## config.mk

```make
export PLATFORM = sky130hd
export DESIGN_NAME = keypad_digit_capture
export DESIGN_NICKNAME = d
export VERILOG_FILES = /design/src/rtl/keypad_pkg.sv /design/src/rtl/keypad_sync2.sv /design/src/rtl/keypad_digit_capture.sv
export SDC_FILE = /design/constraint.sdc
export NUM_CORES = 1
export LEC_CHECK = 0
export CAP_MARGIN = 20
export CORE_ASPECT_RATIO = 0.7
export CORE_MARGIN = 8
export CORE_UTILIZATION = 33
export DETAILED_ROUTE_END_ITERATION = 12
export PLACE_DENSITY_LB_ADDON = 0.2
export SYNTH_ARGS = -nofsm -noshare
export SYNTH_HDL_FRONTEND = slang
export SYNTH_SLANG_ARGS = --single-unit
export TNS_END_PERCENT = 10
```

## constraint.sdc

```tcl
create_clock -name clk -period 5.2 [get_ports clk]
set_clock_uncertainty 0.1 [all_clocks]
set_input_delay 1.3 -clock clk [delete_from_list [all_inputs] [get_ports clk]]
set_output_delay 1.3 -clock clk [all_outputs]
set_load 0.01 [all_outputs]
```

## src/rtl/keypad_pkg.sv

```systemverilog
// keypad_pkg: FSM states, keypad decode table and default timing shared by
// the keypad digit capture block.
package keypad_pkg;

    typedef enum logic [1:0] {
        SCAN       = 2'd0,
        PRESS_DB   = 2'd1,
        HELD       = 2'd2,
        RELEASE_DB = 2'd3
    } key_state_t;

    localparam int DEFAULT_SCAN_DIV        = 24000;
    localparam int DEFAULT_DEBOUNCE_CYCLES = 480000;
    localparam int DEFAULT_REPEAT_CYCLES   = 12000000;

    // Nibble {row,col} holds the legend of that key: rows 1 2 3 A / 4 5 6 B / 7 8 9 C / E 0 F D
    localparam logic [63:0] KEY_DECODE_TABLE = 64'hDF0E_C987_B654_A321;

    function automatic logic [3:0] key_decode(input logic [1:0] row, input logic [1:0] col);
        logic [5:0] base_s;
        base_s = {row, col, 2'b00};
        return KEY_DECODE_TABLE[base_s +: 4];
    endfunction

    // Returns {valid, row index}; valid only when exactly one row is pulled low
    function automatic logic [2:0] single_low_row(input logic [3:0] rows);
        case (rows)
            4'b1110: return 3'b100;
            4'b1101: return 3'b101;
            4'b1011: return 3'b110;
            4'b0111: return 3'b111;
            default: return 3'b000;
        endcase
    endfunction

    function automatic int cnt_width(input int max_count);
        return (max_count > 1) ? $clog2(max_count) : 1;
    endfunction

endpackage

```

## src/rtl/keypad_sync2.sv

```systemverilog
// keypad_sync2: 4-bit two-flop synchronizer for the asynchronous keypad rows.
// Idle value is all ones (no row pulled low).
module keypad_sync2 (
    input  logic       clk,
    input  logic       reset,
    input  logic [3:0] d,
    output logic [3:0] q
);

    logic [3:0] meta_r;
    logic [3:0] sync_r;

    // Two-stage capture of the row lines
    always_ff @(posedge clk or negedge reset) begin
        if (!reset) begin
            meta_r <= 4'hF;
            sync_r <= 4'hF;
        end else begin
            meta_r <= d;
            sync_r <= meta_r;
        end
    end

    assign q = sync_r;

endmodule

```

## src/rtl/keypad_digit_capture.sv

```systemverilog
// keypad_digit_capture: scans a 4x4 keypad, debounces press/release and shifts
// accepted digits into s0/s1. Define KEYPAD_AUTOREPEAT_EN to repeat a held key.
module keypad_digit_capture
    import keypad_pkg::*;
#(
    parameter int SCAN_DIV        = DEFAULT_SCAN_DIV,
    parameter int DEBOUNCE_CYCLES = DEFAULT_DEBOUNCE_CYCLES,
    parameter int REPEAT_CYCLES   = DEFAULT_REPEAT_CYCLES
) (
    input  logic       clk,
    input  logic       reset,
    input  logic [3:0] rows,
    output logic [3:0] cols,
    output logic [3:0] s0,
    output logic [3:0] s1,
    output logic       key_valid
);

    localparam int SCAN_W = cnt_width(SCAN_DIV);
    localparam int DB_W   = cnt_width(DEBOUNCE_CYCLES);
    localparam logic [SCAN_W-1:0] SCAN_LAST = SCAN_W'(SCAN_DIV - 1);
    localparam logic [SCAN_W-1:0] SCAN_ONE  = SCAN_W'(1);
    localparam logic [DB_W-1:0]   DB_LAST   = DB_W'(DEBOUNCE_CYCLES - 1);
    localparam logic [DB_W-1:0]   DB_ONE    = DB_W'(1);

    logic [3:0]        rows_s;
    logic [2:0]        row_hit_s;
    key_state_t        state_r;
    logic [3:0]        cols_r;
    logic [1:0]        col_idx_r;
    logic [1:0]        row_idx_r;
    logic [3:0]        row_pat_r;
    logic [SCAN_W-1:0] scan_cnt_r;
    logic [DB_W-1:0]   db_cnt_r;
    logic [3:0]        s0_r;
    logic [3:0]        s1_r;
    logic              key_valid_r;

`ifdef KEYPAD_AUTOREPEAT_EN
    localparam int REP_W = cnt_width(REPEAT_CYCLES);
    localparam logic [REP_W-1:0] REP_LAST = REP_W'(REPEAT_CYCLES - 1);
    localparam logic [REP_W-1:0] REP_ONE  = REP_W'(1);
    logic [REP_W-1:0] rep_cnt_r;
`else
    // Repeat period has no effect when auto-repeat is compiled out
    logic [31:0] repeat_unused_s;
    assign repeat_unused_s = 32'(REPEAT_CYCLES);
`endif

    keypad_sync2 u_sync (
        .clk   (clk),
        .reset (reset),
        .d     (rows),
        .q     (rows_s)
    );

    assign row_hit_s = single_low_row(rows_s);

    // Scan / debounce / hold FSM with registered column drive and digit outputs
    always_ff @(posedge clk or negedge reset) begin
        if (!reset) begin
            state_r     <= SCAN;
            cols_r      <= 4'b1110;
            col_idx_r   <= 2'd0;
            row_idx_r   <= 2'd0;
            row_pat_r   <= 4'hF;
            scan_cnt_r  <= {SCAN_W{1'b0}};
            db_cnt_r    <= {DB_W{1'b0}};
            s0_r        <= 4'h0;
            s1_r        <= 4'h0;
            key_valid_r <= 1'b0;
`ifdef KEYPAD_AUTOREPEAT_EN
            rep_cnt_r   <= {REP_W{1'b0}};
`endif
        end else begin
            key_valid_r <= 1'b0;
            case (state_r)
                SCAN: begin
                    if (scan_cnt_r == SCAN_LAST) begin
                        scan_cnt_r <= {SCAN_W{1'b0}};
                        if (row_hit_s[2]) begin
                            row_idx_r <= row_hit_s[1:0];
                            row_pat_r <= rows_s;
                            db_cnt_r  <= {DB_W{1'b0}};
                            state_r   <= PRESS_DB;
                        end else begin
                            cols_r    <= {cols_r[2:0], cols_r[3]};
                            col_idx_r <= col_idx_r + 2'd1;
                        end
                    end else begin
                        scan_cnt_r <= scan_cnt_r + SCAN_ONE;
                    end
                end
                PRESS_DB: begin
                    if (rows_s != row_pat_r) begin
                        scan_cnt_r <= {SCAN_W{1'b0}};
                        cols_r     <= {cols_r[2:0], cols_r[3]};
                        col_idx_r  <= col_idx_r + 2'd1;
                        state_r    <= SCAN;
                    end else if (db_cnt_r == DB_LAST) begin
                        s1_r        <= s0_r;
                        s0_r        <= key_decode(row_idx_r, col_idx_r);
                        key_valid_r <= 1'b1;
                        state_r     <= HELD;
`ifdef KEYPAD_AUTOREPEAT_EN
                        rep_cnt_r   <= {REP_W{1'b0}};
`endif
                    end else begin
                        db_cnt_r <= db_cnt_r + DB_ONE;
                    end
                end
                HELD: begin
                    // Only a full release matters here; extra keys are ignored
                    if (rows_s == 4'hF) begin
                        db_cnt_r <= {DB_W{1'b0}};
                        state_r  <= RELEASE_DB;
                    end
`ifdef KEYPAD_AUTOREPEAT_EN
                    else if (rep_cnt_r == REP_LAST) begin
                        rep_cnt_r   <= {REP_W{1'b0}};
                        s1_r        <= s0_r;
                        s0_r        <= key_decode(row_idx_r, col_idx_r);
                        key_valid_r <= 1'b1;
                    end else begin
                        rep_cnt_r <= rep_cnt_r + REP_ONE;
                    end
`else
                    else begin
                        state_r <= HELD;
                    end
`endif
                end
                RELEASE_DB: begin
                    if (rows_s != 4'hF) begin
                        state_r   <= HELD;
`ifdef KEYPAD_AUTOREPEAT_EN
                        rep_cnt_r <= {REP_W{1'b0}};
`endif
                    end else if (db_cnt_r == DB_LAST) begin
                        scan_cnt_r <= {SCAN_W{1'b0}};
                        cols_r     <= {cols_r[2:0], cols_r[3]};
                        col_idx_r  <= col_idx_r + 2'd1;
                        state_r    <= SCAN;
                    end else begin
                        db_cnt_r <= db_cnt_r + DB_ONE;
                    end
                end
                default: begin
                    scan_cnt_r <= {SCAN_W{1'b0}};
                    cols_r     <= 4'b1110;
                    col_idx_r  <= 2'd0;
                    state_r    <= SCAN;
                end
            endcase
        end
    end

    assign cols      = cols_r;
    assign s0        = s0_r;
    assign s1        = s1_r;
    assign key_valid = key_valid_r;

endmodule

```

### Word-level counts from Yosys, hierarchy flattened

Index checks and enable logic that the tools add are counted.

| cells by class | value |
|---|---|
| add/subtract/negate cells | 3 |
| equality and inequality tests | 22 |
| shifts and indexed selects | 1 |
| muxes and demuxes | 36 |
| bitwise operators | 1 |
| reductions and logical operators | 8 |

Operators by type and width:

| cell | number |
|---|---|
| $mux W19 | 6 |
| $pmux W19 S4 | 1 |
| $shiftx A64 B7 Y4 const A | 1 |
| $mux W15 | 4 |
| $pmux W15 S3 | 1 |
| $mux W2 | 11 |
| $mux W4 | 5 |
| $add A19 B1 Y19 const B | 1 |
| $eq A19 B19 Y1 const B | 1 |
| $eq A4 B4 Y1 const B | 4 |
| $ne A2 B2 Y1 const B | 8 |
| $add A15 B1 Y15 const B | 1 |
| $eq A15 B15 Y1 const B | 1 |
| $pmux W3 S4 | 1 |
| $pmux W4 S3 | 1 |
| $pmux W2 S4 | 1 |
| $reduce_and A4 Y1 | 2 |
| $ne A3 B3 Y1 const B | 2 |
| $pmux W2 S3 | 1 |
| $reduce_and A3 Y1 | 2 |
| $reduce_and A6 Y1 | 1 |
| $reduce_and A5 Y1 | 1 |
| $eq A2 B2 Y1 const B | 2 |
| $eq A4 B3 Y1 const B | 1 |
| 8 further kinds | 11 |

| word-level totals | value |
|---|---|
| bits in registers | 65 |
| output and inout port bits | 13 |
| logic and storage cells | 83 |

### Depth between registers and ports, before layout

Gate-level depths: netlist of the first run.

| depth | value |
|---|---|
| depth after elaboration | 5 |
| depth in mapped cells | 8 |
| depth with buffers taken out | 7 |

### Modules after synthesis

Synthesis of the first run repeated with hierarchy kept, for this count alone.

| unflattened totals | value |
|---|---|
| cells, all modules | 327 |
| area, all modules | 3400.8 µm² |

By module, submodules not included:

| module | instances | cells each | area each (µm²) |
|---|---|---|---|
| keypad_digit_capture | 1 | 319 | 3190.6 |
| keypad_sync2 | 1 | 8 | 210.2 |

### Worst setup path before layout of the first run

OpenSTA, ideal clock, no wires.

| timing path | value |
|---|---|
| path kind | reg-to-reg |
| start point | reg db_cnt_r[0] |
| end point | reg cols_r[0], in the netlist cols[0] |
| setup time | 0.125 ns |
| arrival | 2.182 ns |
| slack | 2.793 ns |
| stages on the path, launching flop included | 8 |
| path buffers | 1 |
| cell sequence | dfrtp_1 ha_1 nand3_1 or3_1 nor4_2 buf_2 o21ai_1 mux2_2 |

| between the ends | value |
|---|---|
| cells in the longest elaborated chain, start to end | 3 |

RTL lines:

| item | line | RTL |
|---|---|---|
| from (decl) | keypad_digit_capture.sv:34 | `logic [DB_W-1:0] db_cnt_r;` |
| from (signal assigned) | keypad_digit_capture.sv:68 | `db_cnt_r <= {DB_W{1'b0}};` |
| from (signal assigned) | keypad_digit_capture.sv:84 | `db_cnt_r <= {DB_W{1'b0}};` |
| from (signal assigned) | keypad_digit_capture.sv:109 | `db_cnt_r <= db_cnt_r + DB_ONE;` |
| $eq A19 B19 Y1 | keypad_digit_capture.sv:139 | `end else if (db_cnt_r == DB_LAST) begin` |
| $ne A2 B2 Y1 (no source line) | - |  |
| $reduce_and A6 Y1 (no source line) | - |  |
| to (signal assigned) | keypad_digit_capture.sv:87 | `cols_r <= {cols_r[2:0], cols_r[3]};` |
| to (signal assigned) | keypad_digit_capture.sv:97 | `cols_r <= {cols_r[2:0], cols_r[3]};` |
| to (signal assigned) | keypad_digit_capture.sv:141 | `cols_r <= {cols_r[2:0], cols_r[3]};` |
| to (decl) | keypad_digit_capture.sv:29 | `logic [3:0] cols_r;` |

No other way between the ends.
A chain may end at the register's enable or synchronous reset.

### Worst setup path after layout of the first run

| timing path | value |
|---|---|
| start point | reg state_r[0] |
| end point | reg scan_cnt_r[6] |

| between the ends | value |
|---|---|
| cells in the longest elaborated chain, start to end | 3 |
| elaborated cells between the ends (all ways) | 9 |
| classes of those cells | eq/ne: 5; mux: 1; reduce/logical: 3 |

RTL lines:

| item | line | RTL |
|---|---|---|
| from (decl) | keypad_digit_capture.sv:28 | `key_state_t state_r;` |
| from (signal assigned) | keypad_digit_capture.sv:62 | `state_r <= SCAN;` |
| from (signal assigned) | keypad_digit_capture.sv:85 | `state_r <= PRESS_DB;` |
| from (signal assigned) | keypad_digit_capture.sv:99 | `state_r <= SCAN;` |
| $eq A2 B2 Y1 (tied with other cells) | keypad_digit_capture.sv:77 | `case (state_r)` |
| $ne A2 B2 Y1 (no source line) / $reduce_bool A3 Y1 (equally long branches) | - |  |
| $reduce_and A4 Y1 (no source line) | - |  |
| to (signal assigned) | keypad_digit_capture.sv:80 | `scan_cnt_r <= {SCAN_W{1'b0}};` |
| to (signal assigned) | keypad_digit_capture.sv:91 | `scan_cnt_r <= scan_cnt_r + SCAN_ONE;` |
| to (signal assigned) | keypad_digit_capture.sv:96 | `scan_cnt_r <= {SCAN_W{1'b0}};` |
| to (decl) | keypad_digit_capture.sv:33 | `logic [SCAN_W-1:0] scan_cnt_r;` |

Several ways; a longest one is shown, not always the timed one.

==> results of run 1 <==
[worst max-delay path, cell delays in order (launching register included)]
cell      delay, ns
dfrtp_1        0.82
clkinv_1       0.53
nor4_2         0.41
buf_4          0.23
nor2_1         0.11
or4_1          0.51
a21oi_1        0.15
[cells in the mapped netlist, drive strengths merged, types with 4 or more instances]
cell type,count,area share
inv,10,0.011
xor2,9,0.023
and3,7,0.013
clkbuf,14,0.015
a21oi,14,0.021
mux2,9,0.034
buf,4,0.0077
xnor2,8,0.021
ha,8,0.029
nand2,39,0.043
dfstp,15,0.12
nand4,9,0.018
nor2,23,0.025
or3,6,0.011
o21ai,32,0.053
nand3,17,0.025
nor4,4,0.011
nand4b,4,0.010
dfrtp,50,0.37
a31oi,8,0.015
o31ai,7,0.015
or4,4,0.0099
o211ai,4,0.0088
[cells by family (layout without fill, tap and decap cells)]
logic type      count (synthesis)  after routing  synth area share
simple gates                  134            134             0.214
compound gates                 80             80             0.150
flops                          65             65             0.484
buf+inv                        29             47            0.0354
xor+xnor                       17             17            0.0438
mux                            12             12            0.0431
fa+ha+maj                       8              8            0.0295
[power groups by stage]
stage	combinational [mW]	clock, mW	sequential [mW]
2_1_floorplan	0.00794	0	0.522
3_3_place_gp	0.0210	0	0.524
3_5_place_dp	0.0209	0	0.525
4_1_cts	0.0211	0.627	0.517
5_1_grt	0.0236	0.652	0.517
6_report	0.0200	0.602	0.517
[how the worst max path moves through the flow]
stage | startpoint | endpoint
floorplan | db_cnt_r[0]$_DFFE_PN0P_ | cols[0]$_DFFE_PN0P_
global placement | state_r[0]$_DFFE_PN0P_ | scan_cnt_r[6]$_DFFE_PN0P_
detailed placement | state_r[0]$_DFFE_PN0P_ | scan_cnt_r[6]$_DFFE_PN0P_
CTS | state_r[0]$_DFFE_PN0P_ | scan_cnt_r[6]$_DFFE_PN0P_
global route | db_cnt_r[1]$_DFFE_PN0P_ | scan_cnt_r[10]$_DFFE_PN0P_
finish | state_r[0]$_DFFE_PN0P_ | scan_cnt_r[6]$_DFFE_PN0P_
[flip-flops by register name (all words and copies together), names as in the netlist]
signal         count
scan_cnt_r        15
col_idx_r          2
row_pat_r          4
u_sync.meta_r      4
db_cnt_r          19
u_sync.q           4
s1                 4
row_idx_r          2
cols               4
key_valid          1
state_r            2
s0                 4
[metrics by stage]
step | power (mW) | std cells | hold WS (ns) | utilization
global route | 1.19 | 495 | 0.257 | 0.391
floorplan | 0.530 | 345 | 0.245 | -
CTS | 1.16 | 495 | 0.256 | 0.391
detailed placement | 0.546 | 479 | 0.249 | 0.360
global placement | 0.545 | 479 | 0.246 | 0.360
finish | 1.14 | 495 | 0.255 | 0.391
[area by class of cell]
| type | count | area [µm²] | share of cell area |
|---|---|---|---|
| Sequential cell | 65 | 1650 | 0.413 |
| Multi-Input combinational cell | 251 | 1630 | 0.409 |
| Clock buffer | 15 | 309 | 0.0775 |
| Timing Repair Buffer | 20 | 190 | 0.0477 |
| Tap cell | 132 | 165 | 0.0414 |
| Inverter | 11 | 41.3 | 0.0104 |
| Clock inverter | 1 | 5.00 | 0.00126 |
[routing by layer]
layer	wire length [µm]	part of all wire	up-vias	global-route usage
met1	3850	0.53	1238	0.170
met3	423	0.059	9	0.0398
li1	-	-	1284	-
met2	2880	0.40	59	0.154
met4	74	0.010	0	0.0349
met5	0	0	-	0
==> results.rst, run 1 <==
.. list-table::
   :header-rows: 1

   * - Metric
     - Value
   * - Arrival time at the worst endpoint
     - about 3.1 ns
   * - Number of failing setup endpoints in the final timing report
     - 0
   * - Number of sinks on the clock net
     - between 60 and 70
   * - Resize count post-CTS
     - 0
   * - Sequential power share
     - 0.454
   * - Port Buf Inserts
     - 18
   * - Clock network fraction of total power
     - 0.529
   * - Post-CTS Setup Inserts
     - 0
   * - Critical Path Fanout Max
     - 24
   * - Wire length per cell
     - 14.6 µm
   * - Post-detailed-placement half-perimeter wirelength
     - between 5000 and 6000 µm
   * - Post-layout minimum cycle time
     - between 2 and 3 ns
   * - Worst slew slack as a fraction of its limit
     - 0.376
   * - Yosys cell types
     - 55
   * - Final setup slack of the worst path
     - between 2 and 2.5 ns
   * - Comb pwr share
     - 0.018
   * - Worst Hold Depth
     - 0
   * - Sum of negative setup slack
     - 0 ns
   * - Floorplan die area
     - between 10000 and 15000 µm²
   * - Async set or reset register ratio after synthesis
     - 1.00
   * - Post-synth EDFFs
     - 0
   * - Highest clock frequency the design can meet
     - around 340 MHz
   * - Setup repair after global routing missed its margin
     - no
   * - Htree depth
     - 3
   * - Placement-stage cell area
     - about 3700 µm²
   * - Net count after synthesis
     - ~360
   * - Initial antenna violation count
     - 0
   * - Worst setup slack before clock tree synthesis
     - about 2.3 ns
   * - Wire length of the first global-routing pass
     - approximately 13000 µm
   * - Core area
     - around 10000 µm²
   * - CTS Hold Buffers Added
     - 0
   * - Via-per-instance ratio
     - about 5.2
   * - Share of layout cells above drive strength 1
     - 0.149
   * - Die span in y
     - between 100 and 150 µm
   * - Clock tree from TritonCTS
     - built
   * - Ant. Diodes
     - 0
   * - Total net switching power
     - between 0.2 and 0.25 mW
   * - Filler cell count
     - between 900 and 1000
   * - Part of the cycle the worst path needs
     - 0.566
   * - Slew Viols, Final
     - 0
   * - CP Class
     - reg -> reg
   * - Average size of a mapped cell
     - 9.85 µm²
   * - Insertion delay to the later sink of the worst-skew pair
     - 0.33 ns
   * - Beginning of the worst hold path
     - u_sync.meta_r[2]$_DFF_PN1_
   * - Residual antenna-violating net count after detailed routing
     - 0
   * - Flip-flop cell with the highest count after synthesis
     - dfrtp_1
   * - Gr usage total
     - 0.116
   * - Overall routed net length
     - ~7200 µm
   * - Gate count of the mapped netlist
     - around 350
   * - Slew at the pin with the worst max-slew slack
     - 0.935 ns
   * - Worst hold endpoint
     - u_sync.q[2]$_DFF_PN1_
   * - Required @ worst endpoint
     - around 5.3 ns
   * - Initial drt markers
     - between 150 and 200
   * - Die W
     - between 100 and 150 µm
   * - Endpoint of the lowest-slack register-to-register path
     - scan_cnt_r[6]$_DFFE_PN0P_
   * - Area of all placed cells without fillers
     - 3990 µm²
   * - CTS root buffer
     - clkbuf_16
   * - Floorplan row count
     - 31
   * - Register-to-register setup slack
     - approximately 2.3 ns
   * - Total power density per cell area
     - roughly 290 nW/µm²
   * - Status
     - finished, final reports clean
   * - Grt total ovfl
     - 0
   * - Residual DRC count
     - 0
   * - Worst flop-to-flop path startpoint
     - state_r[0]$_DFFE_PN0P_
   * - Initial Util
     - 0.333
   * - Iteration count of the initial detailed-routing pass
     - 4
   * - Worst Hold Class
     - reg -> reg
   * - Worst-path clk slew
     - 0.05 ns
   * - Leakage power summed over all cells
     - 1.63 nW
   * - Top library cells by usage in the layout, fill and taps aside
     - 50 x dfrtp_1, 39 x nand2_1, 23 x nor2_1, 23 x o21ai_0
   * - Leading cell type in the layout, fill and taps excluded
     - dfrtp_1
   * - Register bit total from synthesis
     - 65
   * - Final Hold Fails
     - 0
   * - Clock buffer count from CTS
     - 9
   * - Max-capacitance violation count
     - 0
   * - Post-Syn Area
     - between 3000 and 4000 µm²
   * - Vias in the first global route
     - 2495
   * - Maximum root-to-sink buffer count
     - 2
   * - I/O pin cnt
     - 19
   * - Length in cells of the worst reg-to-reg path
     - 6
   * - IR Drop Worst-Case VDD
     - approximately 0.18 mV
   * - Internal power component
     - 0.922 mW
   * - Layout overhead on the synthesized area
     - 17.4%
   * - Post-layout net count
     - 372
   * - Crit end category
     - register
   * - Routability Congestion
     - ~0.84
   * - Largest net degree at the start of global routing
     - 35
   * - CP Launch Type
     - register
   * - Switching power as a share of total power
     - 0.191
   * - Via count of the routed design
     - 2590
   * - Fraction of the yosys area taken by sequential cells
     - 0.484
   * - Synth warn
     - 0
Power figures use the tool's default switching activity.
==> inputs of run 2 (changes only) <==
==> constraint.sdc (replaced) <==
create_clock -name clk -period 2.9 [get_ports clk]
set_clock_uncertainty 0.1 [all_clocks]
set_input_delay 0.725 -clock clk [delete_from_list [all_inputs] [get_ports clk]]
set_output_delay 0.725 -clock clk [all_outputs]
set_load 0.01 [all_outputs]
==> results.rst, run 2 (synthesis results as in run 1) <==
.. list-table::
   :header-rows: 1

   * - Metric
     - Value
   * - Status
     - finished, final reports clean
   * - Worst Hold Class
     - reg -> reg
   * - Core area
     - 10200 µm² (unchanged)
   * - Worst setup slack before clock tree synthesis
     - -0.0260 ns (-2.29 ns)
   * - Regs by FF count
     - db_cnt_r (19), scan_cnt_r (15)
   * - Internal power component
     - 1.51 mW (+63%)
   * - Residual antenna-violating net count after detailed routing
     - 0 (unchanged)
   * - Critical Path Fanout Max
     - 12 (-50%)
   * - Overall routed net length
     - 7530 µm (+4.3%)
   * - Clock buffer count from CTS
     - 9 (unchanged)
   * - Max-capacitance violation count
     - 0 (unchanged)
   * - Worst-path clk slew
     - 0.05 ns (about the same)
   * - Via-per-instance ratio
     - 5.17 (-1.2%)
   * - Highest clock frequency the design can meet
     - 376 MHz (+11%)
   * - Share of layout cells above drive strength 1
     - 0.168 (+0.0197)
   * - Final setup slack of the worst path
     - 0.239 ns (-2.02 ns)
   * - Wire length of the first global-routing pass
     - 13200 µm (+3.8%)
   * - Largest net degree at the start of global routing
     - 66 (+89%)
   * - Met3 capacity usage during global routing
     - 0.0413 (+0.00149)
   * - Slew Viols, Final
     - 0 (unchanged)
   * - CTS root buffer
     - clkbuf_16
   * - Port Buf Inserts
     - 18 (unchanged)
   * - Routability Congestion
     - 0.779 (-7.2%)
   * - Total net switching power
     - 0.426 mW (+96%)
   * - Area taken by flip-flops and latches
     - 1650 µm² (+0.15%)
   * - Number of instances in the placed design
     - 484 (+1.0%)
   * - Wire length per cell
     - 15.1 µm (+3.2%)
   * - Initial Util
     - 0.333 (unchanged)
   * - Die W
     - 137 µm (unchanged)
   * - IR Drop Worst-Case VDD
     - 0.341 mV (+90%)
   * - Met1 track utilization from global routing
     - 0.172 (+0.00215)
   * - Number of sinks on the clock net
     - 65 (unchanged)
   * - Iteration count of the initial detailed-routing pass
     - 4 (unchanged)
   * - Maximum root-to-sink buffer count
     - 2 (unchanged)
   * - Number of standard cells in the layout, taps in and fillers out
     - 500 (+1.0%)
   * - CP Class
     - reg -> reg
   * - Final Hold Fails
     - 0 (unchanged)
   * - Largest register by flop count
     - db_cnt_r
   * - Post-layout net count
     - 377 (+1.3%)
   * - Clock network fraction of total power
     - 0.501 (-0.028)
   * - Required @ worst endpoint
     - 3.06 ns (-2.28 ns)
   * - Die span in y
     - 101 µm (unchanged)
   * - Total power of the final layout
     - 1.93 mW (+70%)
   * - Filler cell count
     - 1021 (+5.5%)
   * - Post-detailed-placement half-perimeter wirelength
     - 5180 µm (+1.7%)
   * - Final core area utilization
     - 0.391 (about the same)
   * - Met2 Usage GRT
     - 0.163 (+0.00935)
   * - Leakage power summed over all cells
     - 1.63 nW (+0.26%)
   * - Part of the cycle the worst path needs
     - 0.918 (+0.351)
   * - Floorplan die area
     - 13800 µm² (unchanged)
   * - WHS
     - 0.254 ns (-0.000953 ns)
   * - Residual DRC count
     - 0 (unchanged)
   * - Placement-stage cell area
     - 3720 µm² (+1.4%)
   * - Post-layout minimum cycle time
     - 2.66 ns (-0.285 ns)
   * - Global route hottest layer
     - met1
   * - Top library cells by usage in the layout, fill and taps aside
     - 48 x dfrtp_1, 39 x nand2_1, 23 x nor2_1, 23 x o21ai_0
   * - Area of all placed cells without fillers
     - 3990 µm² (about the same)
   * - Vias in the first global route
     - 2555 (+2.4%)
   * - Initial drt markers
     - 131 (-22%)
   * - Worst slew slack as a fraction of its limit
     - 0.579 (+0.203)
   * - Via count of the routed design
     - 2584 (-0.23%)
   * - Total power density per cell area
     - 484 nW/µm² (+69%)
   * - Arrival time at the worst endpoint
     - 2.82 ns (-0.27 ns)
   * - Htree depth
     - 3 (unchanged)
   * - Initial antenna violation count
     - 0 (unchanged)
   * - CP Launch Type
     - register
   * - Grt total ovfl
     - 0 (unchanged)
   * - Combined area of the multi-input logic cells
     - 1630 µm² (about the same)
   * - Slew at the pin with the worst max-slew slack
     - 0.627 ns (-0.307 ns)
   * - Number of failing setup endpoints in the final timing report
     - 0 (unchanged)
   * - Ant. Diodes
     - 0 (unchanged)
   * - Register-to-register setup slack
     - 0.24 ns (-2.02 ns)
   * - Max FFs per register
     - 19 (unchanged)
   * - Crit end category
     - register
   * - Gr usage total
     - 0.121 (+0.00470)
   * - Floorplan row count
     - 31 (unchanged)
   * - Layout overhead on the synthesized area
     - 17.5% (about the same)
   * - Sequential power share
     - 0.479 (+0.025)
   * - Insertion delay to the later sink of the worst-skew pair
     - 0.33 ns (about the same)
   * - Sum of negative setup slack
     - 0 ns (unchanged)
   * - Clock tree from TritonCTS
     - built
   * - I/O pin cnt
     - 19 (unchanged)
   * - Switching power as a share of total power
     - 0.221 (+0.0301)
   * - Setup repair after global routing missed its margin
     - no
   * - Leading cell type in the layout, fill and taps excluded
     - dfrtp_1
   * - Comb pwr share
     - 0.020 (+0.002)
run 2: cell count changes in the layout (fill, tap and decap cells not counted), sizes merged:
cell	delta
clkbuf	-5
buf	+5
inv	+1
clkinv	+4
run 2: power groups by stage:
stage                     clock network, mW  registers (mW)  logic, mW
after global routing                   1.04           0.926     0.0450
after floorplan                           0           0.936     0.0142
after CTS                              1.00           0.925     0.0408
after global placement                    0           0.940     0.0395
final                                 0.968           0.925     0.0385
after detailed placement                  0           0.940     0.0407
run 2: metal layers:
layer | part of all wire | wire (µm)
met1 | 0.54 | 4060
met2 | 0.41 | 3070
met3 | 0.040 | 303
met4 | 0.012 | 93
met5 | 0 | 0
run 2: area by class of cell:
class / instances / area share
clock inverters: 6 / 0.00878
flip-flops and latches: 65 / 0.413
clock buffers: 10 / 0.0574
inverters: 11 / 0.0103
well taps: 132 / 0.0414
repair buffers: 25 / 0.0602
multi-input cells: 251 / 0.409
run 2: repair_timing:
action,CTS,global route
hold buffers,0,0
setup endpoints to repair,1,4
gates resized for setup,1,2
buffers inserted,0,0
run 2: path summary, 6_finish.rpt:
| check | startpoint | endpoint | depth (start not counted) |
|---|---|---|---|
| worst max-delay path | db_cnt_r[0]$_DFFE_PN0P_ | scan_cnt_r[6]$_DFFE_PN0P_ | 8 |
| worst min-delay path | u_sync.meta_r[2]$_DFF_PN1_ | u_sync.q[2]$_DFF_PN1_ | 0 |
| worst max register to register | db_cnt_r[0]$_DFFE_PN0P_ | scan_cnt_r[6]$_DFFE_PN0P_ | 8 |
| worst min register to register | u_sync.meta_r[2]$_DFF_PN1_ | u_sync.q[2]$_DFF_PN1_ | 0 |
| max in group asynchronous | reset | u_sync.meta_r[2]$_DFF_PN1_ | 2 |
| min in group asynchronous | reset | cols[0]$_DFFE_PN0P_ | 2 |
run 2: critical path, stage by stage (launching register included):
cell	delay (ns)
dfrtp_2	0.42
ha_1	0.23
nand3_1	0.17
or3_1	0.46
nor4_2	0.26
buf_4	0.23
nor2_1	0.10
or4_1	0.48
a21oi_1	0.15
